--- src/rtl/fetch_stage.sv ---
// fetch_stage: MIPS instruction fetch. Owns the PC, fetches words from
// instruction memory over a req/ack handshake, and holds the IF/ID register.
// A one-entry skid buffer absorbs a word that returns while ID is stalled.
// A taken Branch/Jump from the decoder redirects fetch and squashes the
// wrong-path instruction.
// Ports:
//   clk, rst                  clock, synchronous active-high reset
//   stall                     hazard freeze of IF/ID (blocks redirects too)
//   branch, jump, zero        decoder/compare results for the ID instruction
//   br_offset, j_index        branch immediate (words) and jump index of ID
//   imem_req/addr/ack/rdata   instruction memory port (ack may be same cycle)
//   id_instr/id_pc4/id_valid  IF/ID pipeline register
module fetch_stage #(
  parameter logic [31:0] RESET_PC = 32'h0000_0000
) (
  input  logic        clk,
  input  logic        rst,
  input  logic        stall,
  input  logic        branch,
  input  logic        jump,
  input  logic        zero,
  input  logic [31:0] br_offset,
  input  logic [25:0] j_index,
  output logic        imem_req,
  output logic [31:0] imem_addr,
  input  logic        imem_ack,
  input  logic [31:0] imem_rdata,
  output logic [31:0] id_instr,
  output logic [31:0] id_pc4,
  output logic        id_valid
);

  // FETCH: normal issue. HOLD: skid buffer full, waiting for ID to drain.
  // KILL: a request is outstanding whose data belongs to a squashed path.
  typedef enum logic [1:0] {
    FETCH = 2'd0,
    HOLD  = 2'd1,
    KILL  = 2'd2
  } state_e;

  // sll $0,$0,0 -- an R-type no-op, harmless if the decoder ever sees it.
  localparam logic [31:0] NOP = 32'h0000_0000;

  state_e      state_q,    state_d;
  logic [31:0] pc_q,       pc_d;
  logic [31:0] pending_q,  pending_d;
  logic [31:0] skid_q,     skid_d;
  logic [31:0] skid_pc4_q, skid_pc4_d;
  logic [31:0] id_instr_q, id_instr_d;
  logic [31:0] id_pc4_q,   id_pc4_d;
  logic        id_valid_q, id_valid_d;

  logic        taken;
  logic        redir;
  logic [31:0] target;
  logic [31:0] pc_plus4;

  // The upper two bits of the sign-extended offset fall off the <<2.
  logic        unused_offset_bits;
  assign unused_offset_bits = ^br_offset[31:30];

  assign pc_plus4 = pc_q + 32'd4;

  // Decoder raises Branch alongside Jump for j/jal, so jump must win.
  assign taken  = jump | (branch & zero);
  assign target = jump ? {id_pc4_q[31:28], j_index, 2'b00}
                       : id_pc4_q + {br_offset[29:0], 2'b00};

  // Only a real, advancing ID instruction may redirect.
  assign redir  = id_valid_q & ~stall & taken;

  always_comb begin
    state_d    = state_q;
    pc_d       = pc_q;
    pending_d  = pending_q;
    skid_d     = skid_q;
    skid_pc4_d = skid_pc4_q;
    id_instr_d = id_instr_q;
    id_pc4_d   = id_pc4_q;
    id_valid_d = id_valid_q;

    case (state_q)
      FETCH: begin
        if (redir) begin
          // Flush keeps id_pc4 so the next link/target math stays defined.
          id_valid_d = 1'b0;
          id_instr_d = NOP;
          if (imem_ack) begin
            pc_d = target;
          end else begin
            // Memory still owes us the wrong-path word; remember where to go.
            pending_d = target;
            state_d   = KILL;
          end
        end else if (imem_ack) begin
          pc_d = pc_plus4;
          if (!stall) begin
            id_instr_d = imem_rdata;
            id_pc4_d   = pc_plus4;
            id_valid_d = 1'b1;
          end else begin
            skid_d     = imem_rdata;
            skid_pc4_d = pc_plus4;
            state_d    = HOLD;
          end
        end else if (!stall) begin
          id_valid_d = 1'b0;
          id_instr_d = NOP;
        end
      end

      HOLD: begin
        if (!stall) begin
          state_d = FETCH;
          if (redir) begin
            // The skid word is the wrong path now.
            pc_d       = target;
            id_valid_d = 1'b0;
            id_instr_d = NOP;
          end else begin
            id_instr_d = skid_q;
            id_pc4_d   = skid_pc4_q;
            id_valid_d = 1'b1;
          end
        end
      end

      KILL: begin
        // id_valid is already 0 here, so no second redirect can arrive.
        if (imem_ack) begin
          pc_d    = pending_q;
          state_d = FETCH;
        end
      end

      default: begin
        state_d = FETCH;
      end
    endcase
  end

  always_ff @(posedge clk) begin
    if (rst) begin
      state_q    <= FETCH;
      pc_q       <= RESET_PC;
      pending_q  <= 32'h0;
      skid_q     <= 32'h0;
      skid_pc4_q <= 32'h0;
      id_instr_q <= NOP;
      id_pc4_q   <= 32'h0;
      id_valid_q <= 1'b0;
    end else begin
      state_q    <= state_d;
      pc_q       <= pc_d;
      pending_q  <= pending_d;
      skid_q     <= skid_d;
      skid_pc4_q <= skid_pc4_d;
      id_instr_q <= id_instr_d;
      id_pc4_q   <= id_pc4_d;
      id_valid_q <= id_valid_d;
    end
  end

  // Request is gated by rst directly so nothing is issued in the reset cycle.
  assign imem_req  = ~rst & (state_q != HOLD);
  assign imem_addr = pc_q;

  assign id_instr  = id_instr_q;
  assign id_pc4    = id_pc4_q;
  assign id_valid  = id_valid_q;

endmodule

--- config.mk ---
export PLATFORM = sky130hd
export DESIGN_NAME = fetch_stage
export DESIGN_NICKNAME = d
export VERILOG_FILES = /design/src/rtl/fetch_stage.sv
export SDC_FILE = /design/constraint.sdc
export NUM_CORES = 1
export LEC_CHECK = 0
export ABC_AREA = 1
export BUFFER_PORTS_ARGS = -buffer_cell sky130_fd_sc_hd__buf_2
export CAP_MARGIN = 40
export CORE_MARGIN = 3
export CORE_UTILIZATION = 40
export DETAILED_ROUTE_END_ITERATION = 10
export PLACE_DENSITY = 0.59
export SYNTH_ARGS = -nofsm -noshare
export SYNTH_HDL_FRONTEND = slang
export SYNTH_SLANG_ARGS = --single-unit
--- constraint.sdc ---
create_clock -name clk -period 2.4 [get_ports clk]
set_input_delay 0.36 -clock clk [delete_from_list [all_inputs] [get_ports clk]]
set_output_delay 0.36 -clock clk [all_outputs]
set_load 0.02 [all_outputs]
==> results of run 1 <==
## logic make-up after synthesis
| group | synth area share (%) |
|---|---|
| buffers and inverters | 13.7 |
| AO/OA/AOI/OAI | 24.2 |
| AND/OR/NAND/NOR | 23.5 |
| flip-flops | 32.7 |
| adder cells (fa/ha/maj) | 3.73 |
| XOR/XNOR | 2.12 |
## placed cells by master (no fill, tap or decap), types with 7 or more instances in the layout
master | synthesis | final
a21oi_1 | 178 | 176
a31oi_1 | 7 | 7
buf_2 | 25 | 192
buf_4 | 4 | 90
clkbuf_16 | 0 | 17
dfxtp_1 | 195 | 191
ha_1 | 34 | 22
inv_1 | 318 | 317
inv_2 | 12 | 11
nand2_1 | 415 | 409
nand2_2 | 2 | 8
nand3_1 | 91 | 86
nand3b_1 | 7 | 7
nand4_1 | 9 | 9
nor2_1 | 77 | 66
nor2_2 | 4 | 13
nor2_4 | 6 | 9
nor3_1 | 11 | 10
o211ai_1 | 61 | 61
o21ai_0 | 152 | 146
o21ai_1 | 14 | 19
o21bai_1 | 27 | 27
o221ai_1 | 35 | 35
o22ai_1 | 8 | 8
or2_2 | 7 | 7
xnor2_1 | 9 | 9
xor2_1 | 18 | 18
## metrics by stage
step                      power, mW  setup WS [ps]
after floorplan                10.8            223
after global placement         14.2           -100
after detailed placement       14.2           -147
after CTS                      17.2           14.7
after global routing           18.9         -0.899
final                          17.6            134
## what timing repair did
action	CTS	global route
pin swaps	0	5
buffers inserted	0	6
setup endpoints to repair	1	49
resized for setup	1	53
gates cloned	0	1
## flip-flops by register name, summed over array words and instances, names as in the netlist
register and flops:
imem_addr 32, id_valid 1, id_instr 32, skid_pc4_q 32
id_pc4 32, state_q 2, pending_q 32, skid_q 32
## worst max-delay path by stage
stage | end | slack, ps | cells past startpoint
after CTS | imem_addr[6] | 10 | 12
after detailed placement | imem_addr[6] | -150 | 13
after global placement | imem_addr[6] | -100 | 13
final | imem_addr[29] | 130 | 15
after global routing | imem_addr[25] | -0.9 | 13
after floorplan | imem_addr[8] | 220 | 11
## critical path, cell delays in order (launching register included)
cell	delay (ps)
dfxtp_1	440
ha_4	250
nand2_1	120
inv_1	50
nand2_1	60
nand2_1	70
nand3b_1	260
nand2_1	150
nand2_1	60
nand2_1	60
nand3_1	170
nand2_1	150
nand2_1	60
nand2_1	100
nand2_1	60
a21oi_1	110
## metal layers
metal / wire [um] / GRT usage [%]
met1: 17700 / 32.7
met2: 19700 / 42.8
met3: 2760 / 4.21
met4: 1700 / 10.5
met5: 13 / 0
## area by class of cell
cell class                      instances  area, um2
Clock buffer                           19        453
Clock inverter                         13        156
Fill cell                            3014      14400
Inverter                              331       1250
Tap cell                              384        480
Timing Repair Buffer                  287       1740
Sequential cell                       195       3910
Multi-Input combinational cell       1205       6610
## report_power, final
part           switching, mW  leakage (nW)  internal (mW)  total [mW]
logic                   6.40          5.57           3.47        9.87
clock network           1.50         0.298           1.46        2.96
registers              0.676          1.60           4.05        4.73
total                   8.58          7.46           8.98        17.6
==> summary.md, run 1 <==
| Metric | Value |
|---|---|
| Starting Density | `about two fifths` |
| Chip width | `179 um` |
| Htree depth | `4` |
| Initial antenna violation count | `1` |
| Mapped Avg Cell Area | `around 6.5 um2` |
| Hold Buf Count CTS | `0` |
| Largest net degree at the start of global routing | `98` |
| Vias per inst | `5.21` |
| Clock Root Buffer | `clkbuf_16` |
| R2R Path Start | `id_pc4[11]` |
| Synth area leaders | `dfxtp_1, nand2_1, inv_1` |
| Dpl hpwl | `31100 um` |
| Drt first pass iters | `5` |
| R2R Path End | `imem_addr[29]` |
| Synthesized area | `0.0119 mm2` |
| Worst Skew | `between 10 and 15 ps` |
| Most frequent cell after synthesis | `nand2_1` |
| Gate Count Post-Synth | `1823` |
| Yosys warns | `0` |
| EDFF count, synth | `0` |
| Leakage | `7.46 nW` |
| Remaining Overflow, GRT | `0` |
| Critical Path RT | `2780 ps` |
| Worst Path Arrival | `around 2600 ps` |
| Final setup TNS | `0 ps` |
| Drt drc | `0` |
| Final Hold Fails | `0` |
| Main flop type after synthesis | `dfxtp_1` |
| Worst hold path class | `in2reg` |
| Max Cap Viol | `0` |
| WHS Endpoint | `skid_q[20]` |
| Final net count | `around 2200` |
| Initial DRC Count | `slightly above 1000` |
| Worst-path clk slew | `around 80 ps` |
| Utilization after layout | `50.3%` |
| Hold path depth | `3` |
| Min cycle time layout | `2270 ps` |
| Status | `finished, final reports clean` |
| R2r worst-path depth | `15` |
| Die ar. | `0.0319 mm2` |
| # clock sinks | `195` |
| Final ANT Viol Nets | `0` |
| Worst VDD drop | `~0.71 mV` |
| Final Cell Area | `around 0.015 mm2` |
| Clock Latency Late Sink | `approximately 450 ps` |
| Sequential element share of the synthesized area | `32.7%` |
| Clock tree buffer depth | `2` |
| Share of cells above drive strength 1 | `between 10% and 20%` |
| Placed cells | `2395` |
| Synth unique cells | `between 50 and 60` |
| Final Cycle Share | `94.4%` |
| Power Dens Cells | `1200 mW/mm2` |
| CP endpoint kind | `register` |
| TritonCTS clock tree | `built` |
| Post-synth top area cell | `dfxtp_1` |
| Final setup viols | `0` |
| Worst slew pin tran | `695 ps` |
| Fin cells | `2434` |
| Area grow syn2layout | `22.3%` |
| Vias | `12680` |
| Vias in the first global route | `around 12000` |
| Fin Hold WS | `160 ps` |
| Crit Path Category | `reg2reg` |
| CP Launch Type | `register` |
| Final WL | `41900 um` |
| Dpl cell area | `0.0137 mm2` |
| Average wire per standard cell | `approximately 17 um` |
| Max_slew headroom | `53.7%` |
| Num CTS Buffers | `17` |
| I/O Pins | `195` |
| Area share of the largest cell type after synthesis | `32.7%` |
| Fmax | `441 MHz` |
| GP Congestion | `0.929` |
| Chip Height | `approximately 180 um` |
| Max-slew violation count | `0` |
| CP startpoint | `id_pc4[11]` |
| Total GRT Usage | `between 20% and 30%` |
| R2r setup slk | `130 ps` |
| Post-Syn Nets | `around 2000` |
| First-pass GRT wire length | `63700 um` |
| Max FO, Critical Path | `4` |
| PortBufs | `192` |
| Row count | `62` |
| Core footprint | `between 0.02 and 0.03 mm2` |
| ANT cells | `0` |
| Register bit total from synthesis | `~200` |
| Commonest cells post-synth | `nand2_1, inv_1, dfxtp_1` |
| Async set or reset register ratio after synthesis | `0%` |
| Min-delay src | `imem_rdata[20]` |
(Power assumes the default switching activity.)
==> inputs of run 2 (changes only) <==
Clock period 2.4 ns to 2.9 ns, I/O delays scaled along.
==> run 2 against run 1 <==
Net effect:
- die area stayed put
- worst setup slack better by 130 ps
- maximum frequency is 14% lower
- critical path depth is 4 lower
- sequential power is 16% lower
- first-iteration DRC count is 25% lower
- clock power is 13% lower
- register-to-register slack better by 130 ps
- global-route usage is 0.74 points lower
- clock skew is 5.7 ps higher
==> summary.md, run 2 (synthesis results as in run 1) <==
| Metric | Value |
|---|---|
| Worst Path Arrival | `2960 ps` |
| Comb pwr share | `52.9%` |
| Most frequent cells in the layout | `nand2_1, inv_1, dfxtp_1, buf_2, a21oi_1` |
| R2R Path Start | `id_pc4[2]` |
| Placed cells | `approximately 2300` |
| Clock tree buffer depth | `2` |
| Initial DRC Count | `754` |
| Min cycle time layout | `between 2000 and 3000 ps` |
| CP startpoint | `id_pc4[2]` |
| Crit Path Category | `reg2reg` |
| Area grow syn2layout | `16.7%` |
| RSZ-0062 raised after global routing | `false` |
| Vias | `12371` |
| Worst slew pin tran | `714 ps` |
| Dpl hpwl | `29700 um` |
| Status | `finished, final reports clean` |
| Int Pwr | `6.93 mW` |
| CP endpoint kind | `register` |
| P_sw | `roughly 7.0 mW` |
| Remaining Overflow, GRT | `0` |
| Final setup TNS | `0 ps` |
| Htree depth | `4` |
| Row count | `just over 60` |
| Vias in the first global route | `around 11000` |
| Fin cells | `2369` |
| Chip Height | `179 um` |
| CP max-delay cell | `fa_1` |
| Drt drc | `0` |
| Max_slew headroom | `between 50 and 60%` |
| Worst VDD drop | `0.541 mV` |
| Worst Skew | `about 17 ps` |
| Final Hold Fails | `0` |
| Final setup viols | `0` |
| Dpl cell area | `0.0133 mm2` |
| Total GRT Usage | `24.8%` |
| Worst path cell trace | `ha_1 > fa_1 > nand3_1 > nand3_1 > nand2_1 > nand2_1 > or2_2 > a31oi_1 > o21ai_0 > o211ai_1 > a21oi_1` |
| Resized cells post-CTS | `0` |
| Final WL | `40200 um` |
| Fin worst setup slack | `between 200 and 300 ps` |
| Post-CTS Repair Setup Buffers | `0` |
| Drt first pass iters | `5` |
| Hold Buf Count CTS | `0` |
| Sw Share | `about half` |
| Max Cap Viol | `0` |
| Clock Root Buffer | `clkbuf_16` |
| Initial antenna violation count | `1` |
| Chip width | `179 um` |
| Largest net degree at the start of global routing | `92` |
| WP buf/inv | `0` |
| Final Cell Area | `0.0139 mm2` |
| Final Cycle Share | `91.0%` |
| CP Launch Type | `register` |
| GP Congestion | `0.958` |
| Critical Path Max Stage Delay | `460 ps` |
| Power Dens Cells | `between 900 and 1000 mW/mm2` |
| Die ar. | `about 0.032 mm2` |
| Max-slew violation count | `0` |
| Max FO, Critical Path | `4` |
| Final ANT Viol Nets | `0` |
| Place WS | `136 ps` |
| Critical Path RT | `3220 ps` |
| Total power draw | `13.9 mW` |
| Fin Hold WS | `229 ps` |
| Vias per inst | `about 5.2` |
| Sequential power share | `28.5%` |
| Average wire per standard cell | `17.0 um` |
| I/O Pins | `195` |
| Share of cells above drive strength 1 | `between 10% and 20%` |
| Utilization after layout | `48.0%` |
| # clock sinks | `195` |
| Fmax | `379 MHz` |
| Final net count | `about 2100` |
| Clock share of power | `18.7%` |
| TritonCTS clock tree | `built` |
| Worst-path clk slew | `~100 ps` |
| Clock Latency Late Sink | `450 ps` |
| Core footprint | `0.0290 mm2` |
| Delay-heaviest family, CP | `simple AND/OR/NAND/NOR gates` |
| Commonest non-fill, non-tap cell in the layout | `nand2_1` |
| ANT cells | `0` |
| Starting Density | `41.1%` |
| PortBufs | `192` |
| Leakage | `7.13 nW` |
| Min-delay src | `imem_rdata[29]` |
| Worst hold path class | `in2reg` |
| First-pass GRT wire length | `62300 um` |
| Num CTS Buffers | `17` |
==> run 2: cell type report <==
type / count / area, um2
Fill cell: 3073 / 15100
Timing Repair Buffer: 223 / 1230
Clock inverter: 15 / 226
Inverter: 331 / 1250
Sequential cell: 195 / 3900
Multi-Input combinational cell: 1204 / 6410
Tap cell: 384 / 480
Clock buffer: 17 / 425
==> run 2: final timing paths <==
path	to	slack (ps)	cells past startpoint
setup reg to reg	imem_addr[8]	260	11
hold / removal	skid_q[29]	230	3
setup / recovery	imem_addr[8]	260	11
hold reg to reg	pending_q[4]	470	2
==> run 2: tightest hold or removal path: stages <==
cell and delay (ps):
buf_2 100, inv_1 60, a21oi_1 60
==> run 2: power by group through the flow <==
stage	sequential [mW]	combinational [mW]	clock, mW
floorplan	4.34	4.64	0
global placement	4.01	7.26	0
detailed placement	4.01	7.32	0
CTS	3.96	7.36	2.64
global route	4.04	8.17	2.74
finish	3.96	7.34	2.59
==> run 2: metal layers <==
layer  global-route usage, %  vias to the layer above  part of all wire (%)
li1                        -                     6250                     -
met1                    32.2                     5648                    44
met2                    41.5                      403                    47
met3                    3.94                       68                   6.0
met4                    9.55                        2                   3.7
met5                       0                        -                 0.032
==> inputs of run 3 (changes only) <==
--- a/config.mk
+++ b/config.mk
@@ -14,2 +14,3 @@
 export PLACE_DENSITY = 0.59
+export REMOVE_ABC_BUFFERS = 1
 export SYNTH_ARGS = -nofsm -noshare
==> constraint.sdc (replaced) <==
create_clock -name clk -period 2.9 [get_ports clk]
set_input_delay 0.29 -clock clk [delete_from_list [all_inputs] [get_ports clk]]
set_output_delay 0.29 -clock clk [all_outputs]
set_load 0.02 [all_outputs]
==> run 3 against run 2 <==
Net effect:
- design area decreased by 0.95%
- critical path type unchanged
- sequential share of layout area increased by 0.27 points
- utilization decreased by 0.46 points
- power decreased by 1.5%
- clock skew decreased by 6.3 ps
- critical endpoint is now imem_addr[30]
- sequential power increased by 1%
- via count decreased by 1.1%
- cell count decreased by 0.46%
- count of clock-buffer cells in the layout increased by 5
==> summary.md, run 3 (synthesis results as in run 1) <==
| Metric | Value |
|---|---|
| Comb pwr share | `between 50% and 60%` |
| Total power draw | `about 14 mW` |
| Max Cap Viol | `0` |
| Vias | `12241` |
| Max-slew violation count | `0` |
| Worst path cell trace | `ha_1 > fa_1 > nand3_1 > nand3_1 > nand3_1 > nand3_1 > nand2_1 > nand2_1 > nand2_1 > nand3_1 > nand2_1 > nand2_1 > nand2_1 > nand2_1 > a21oi_1` |
| Worst Path Arrival | `3020 ps` |
| Remaining Overflow, GRT | `0` |
| Min-delay src | `imem_rdata[30]` |
| Final net count | `2094` |
| Final setup viols | `0` |
| Vias per inst | `5.19` |
| Clock Latency Late Sink | `450 ps` |
| Largest net degree at the start of global routing | `92` |
| Critical Path Max Stage Delay | `roughly 430 ps` |
| Worst Skew | `10.7 ps` |
| RSZ-0062 raised after global routing | `false` |
| First-pass GRT wire length | `63000 um` |
| Power Dens Cells | `approximately 990 mW/mm2` |
| Dpl hpwl | `approximately 29000 um` |
| Worst slew pin tran | `806 ps` |
| Die ar. | `0.0319 mm2` |
| ANT cells | `0` |
| R2R Path Start | `id_pc4[2]` |
| Clock Root Buffer | `clkbuf_16` |
| Commonest non-fill, non-tap cell in the layout | `nand2_1` |
| Share of cells above drive strength 1 | `14.7%` |
| PortBufs | `192` |
| CP max-delay cell | `fa_1` |
| Final WL | `roughly 41000 um` |
| Chip Height | `179 um` |
| Worst-path clk slew | `70 ps` |
| CP dominant cell by count | `nand2_1` |
| Crit Path Category | `reg2reg` |
| I/O Pins | `195` |
| Post-CTS Repair Setup Buffers | `0` |
| Clock share of power | `17.3%` |
| Critical Path RT | `3280 ps` |
| # clock sinks | `195` |
| CP endpoint kind | `register` |
| Leakage | `7.05 nW` |
| Average wire per standard cell | `about 17 um` |
| Htree depth | `4` |
| Worst VDD drop | `0.602 mV` |
| Final Hold Fails | `0` |
| Final ANT Viol Nets | `0` |
| Starting Density | `41.1%` |
| Utilization after layout | `~48%` |
| CP Launch Type | `register` |
| Sequential power share | `29.2%` |
| Initial antenna violation count | `4` |
| Total GRT Usage | `25.5%` |
| Most frequent cells in the layout | `nand2_1, inv_1, dfxtp_1, buf_2, a21oi_1` |
| Initial DRC Count | `758` |
| Worst hold path class | `in2reg` |
| CP startpoint | `id_pc4[2]` |
| Max FO, Critical Path | `4` |
| Status | `finished, final reports clean` |
| Num CTS Buffers | `17` |
| Min cycle time layout | `approximately 2600 ps` |
| Fillcell total | `3109` |
| Chip width | `179 um` |
| Drt first pass iters | `5` |
| Int Pwr | `6.97 mW` |
| Final Cycle Share | `90.9%` |
| TritonCTS clock tree | `built` |
| Clock tree buffer depth | `2` |
| Sw Share | `between 40% and 50%` |
| Core footprint | `0.0290 mm2` |
| Fmax | `379 MHz` |
| P_sw | `6.71 mW` |
| Area grow syn2layout | `15.6%` |
| Max_slew headroom | `46.2%` |
| Row count | `62` |
| Vias in the first global route | `11454` |
| Drt drc | `0` |
| GP Congestion | `0.918` |
run 3: cell count changes in the layout (fill, tap and decap cells not counted), sizes merged:
cell and change:
bufinv +1, inv -7, clkinvlp +3, clkbuf +5, buf -10, clkinv -3
run 3: metal layers:
layer / vias up / global-route usage (%) / routed length (um)
li1: 6227 / - / -
met1: 5505 / 33.5 / 18200
met2: 433 / 41.2 / 18400
met3: 68 / 5.91 / 3170
met4: 8 / 8.60 / 1010
met5: - / 0 / 48
run 3: critical path: cells and delay by family (launching register included):
| family | cells | cell delay (ps) |
|---|---|---|
| AOI/OAI and AO/OA | 1 | 110 |
| adders and majority gates | 2 | 720 |
| DFF | 1 | 330 |
| and+or+nand+nor | 12 | 1390 |
run 3: timing repair:
action / 4_1_cts / 5_1_grt
endpoints found under the setup margin: 0 / 1
gates resized for setup: 0 / 1
hold buffers: 0 / 0
run 3: power by group through the flow:
| stage | Sequential (mW) | Combinational [mW] | Clock (mW) |
|---|---|---|---|
| 2_1_floorplan | 4.35 | 4.36 | 0 |
| 3_3_place_gp | 4.03 | 7.14 | 0 |
| 3_5_place_dp | 4.04 | 7.24 | 0 |
| 4_1_cts | 3.99 | 7.27 | 2.42 |
| 5_1_grt | 4.08 | 8.12 | 2.51 |
| 6_report | 4.00 | 7.31 | 2.37 |
run 3: worst paths after layout:
kind              slack [ps]  depth (start not counted)       endpoint
setup / recovery         260                         15  imem_addr[30]
hold / removal            90                          3     skid_q[30]
setup reg to reg         260                         15  imem_addr[30]
hold reg to reg          470                          2   pending_q[2]
run 3: layout make-up:
| class | count | area [um2] | area share, % |
|---|---|---|---|
| Clock buffer | 22 | 474 | 3.44 |
| Sequential cell | 195 | 3900 | 28.3 |
| Tap cell | 384 | 480 | 3.48 |
| Multi-Input combinational cell | 1204 | 6410 | 46.5 |
| Inverter | 331 | 1250 | 9.04 |
| Clock inverter | 9 | 96.3 | 0.699 |
| Timing Repair Buffer | 213 | 1180 | 8.53 |
run 3: metrics by stage:
step                setup TNS (ps)  cell area (um2)  hold slack [ps]  std cells  worst slack [ps]
global placement                 0            13200              448       2325               189
CTS                              0            13800             73.4       2358               246
floorplan                  -385280            11500              359       1730             -4150
detailed placement               0            13200              455       2327               188
global route                     0            13800             91.5       2358              61.3
finish                           0            13800             89.3       2358               264
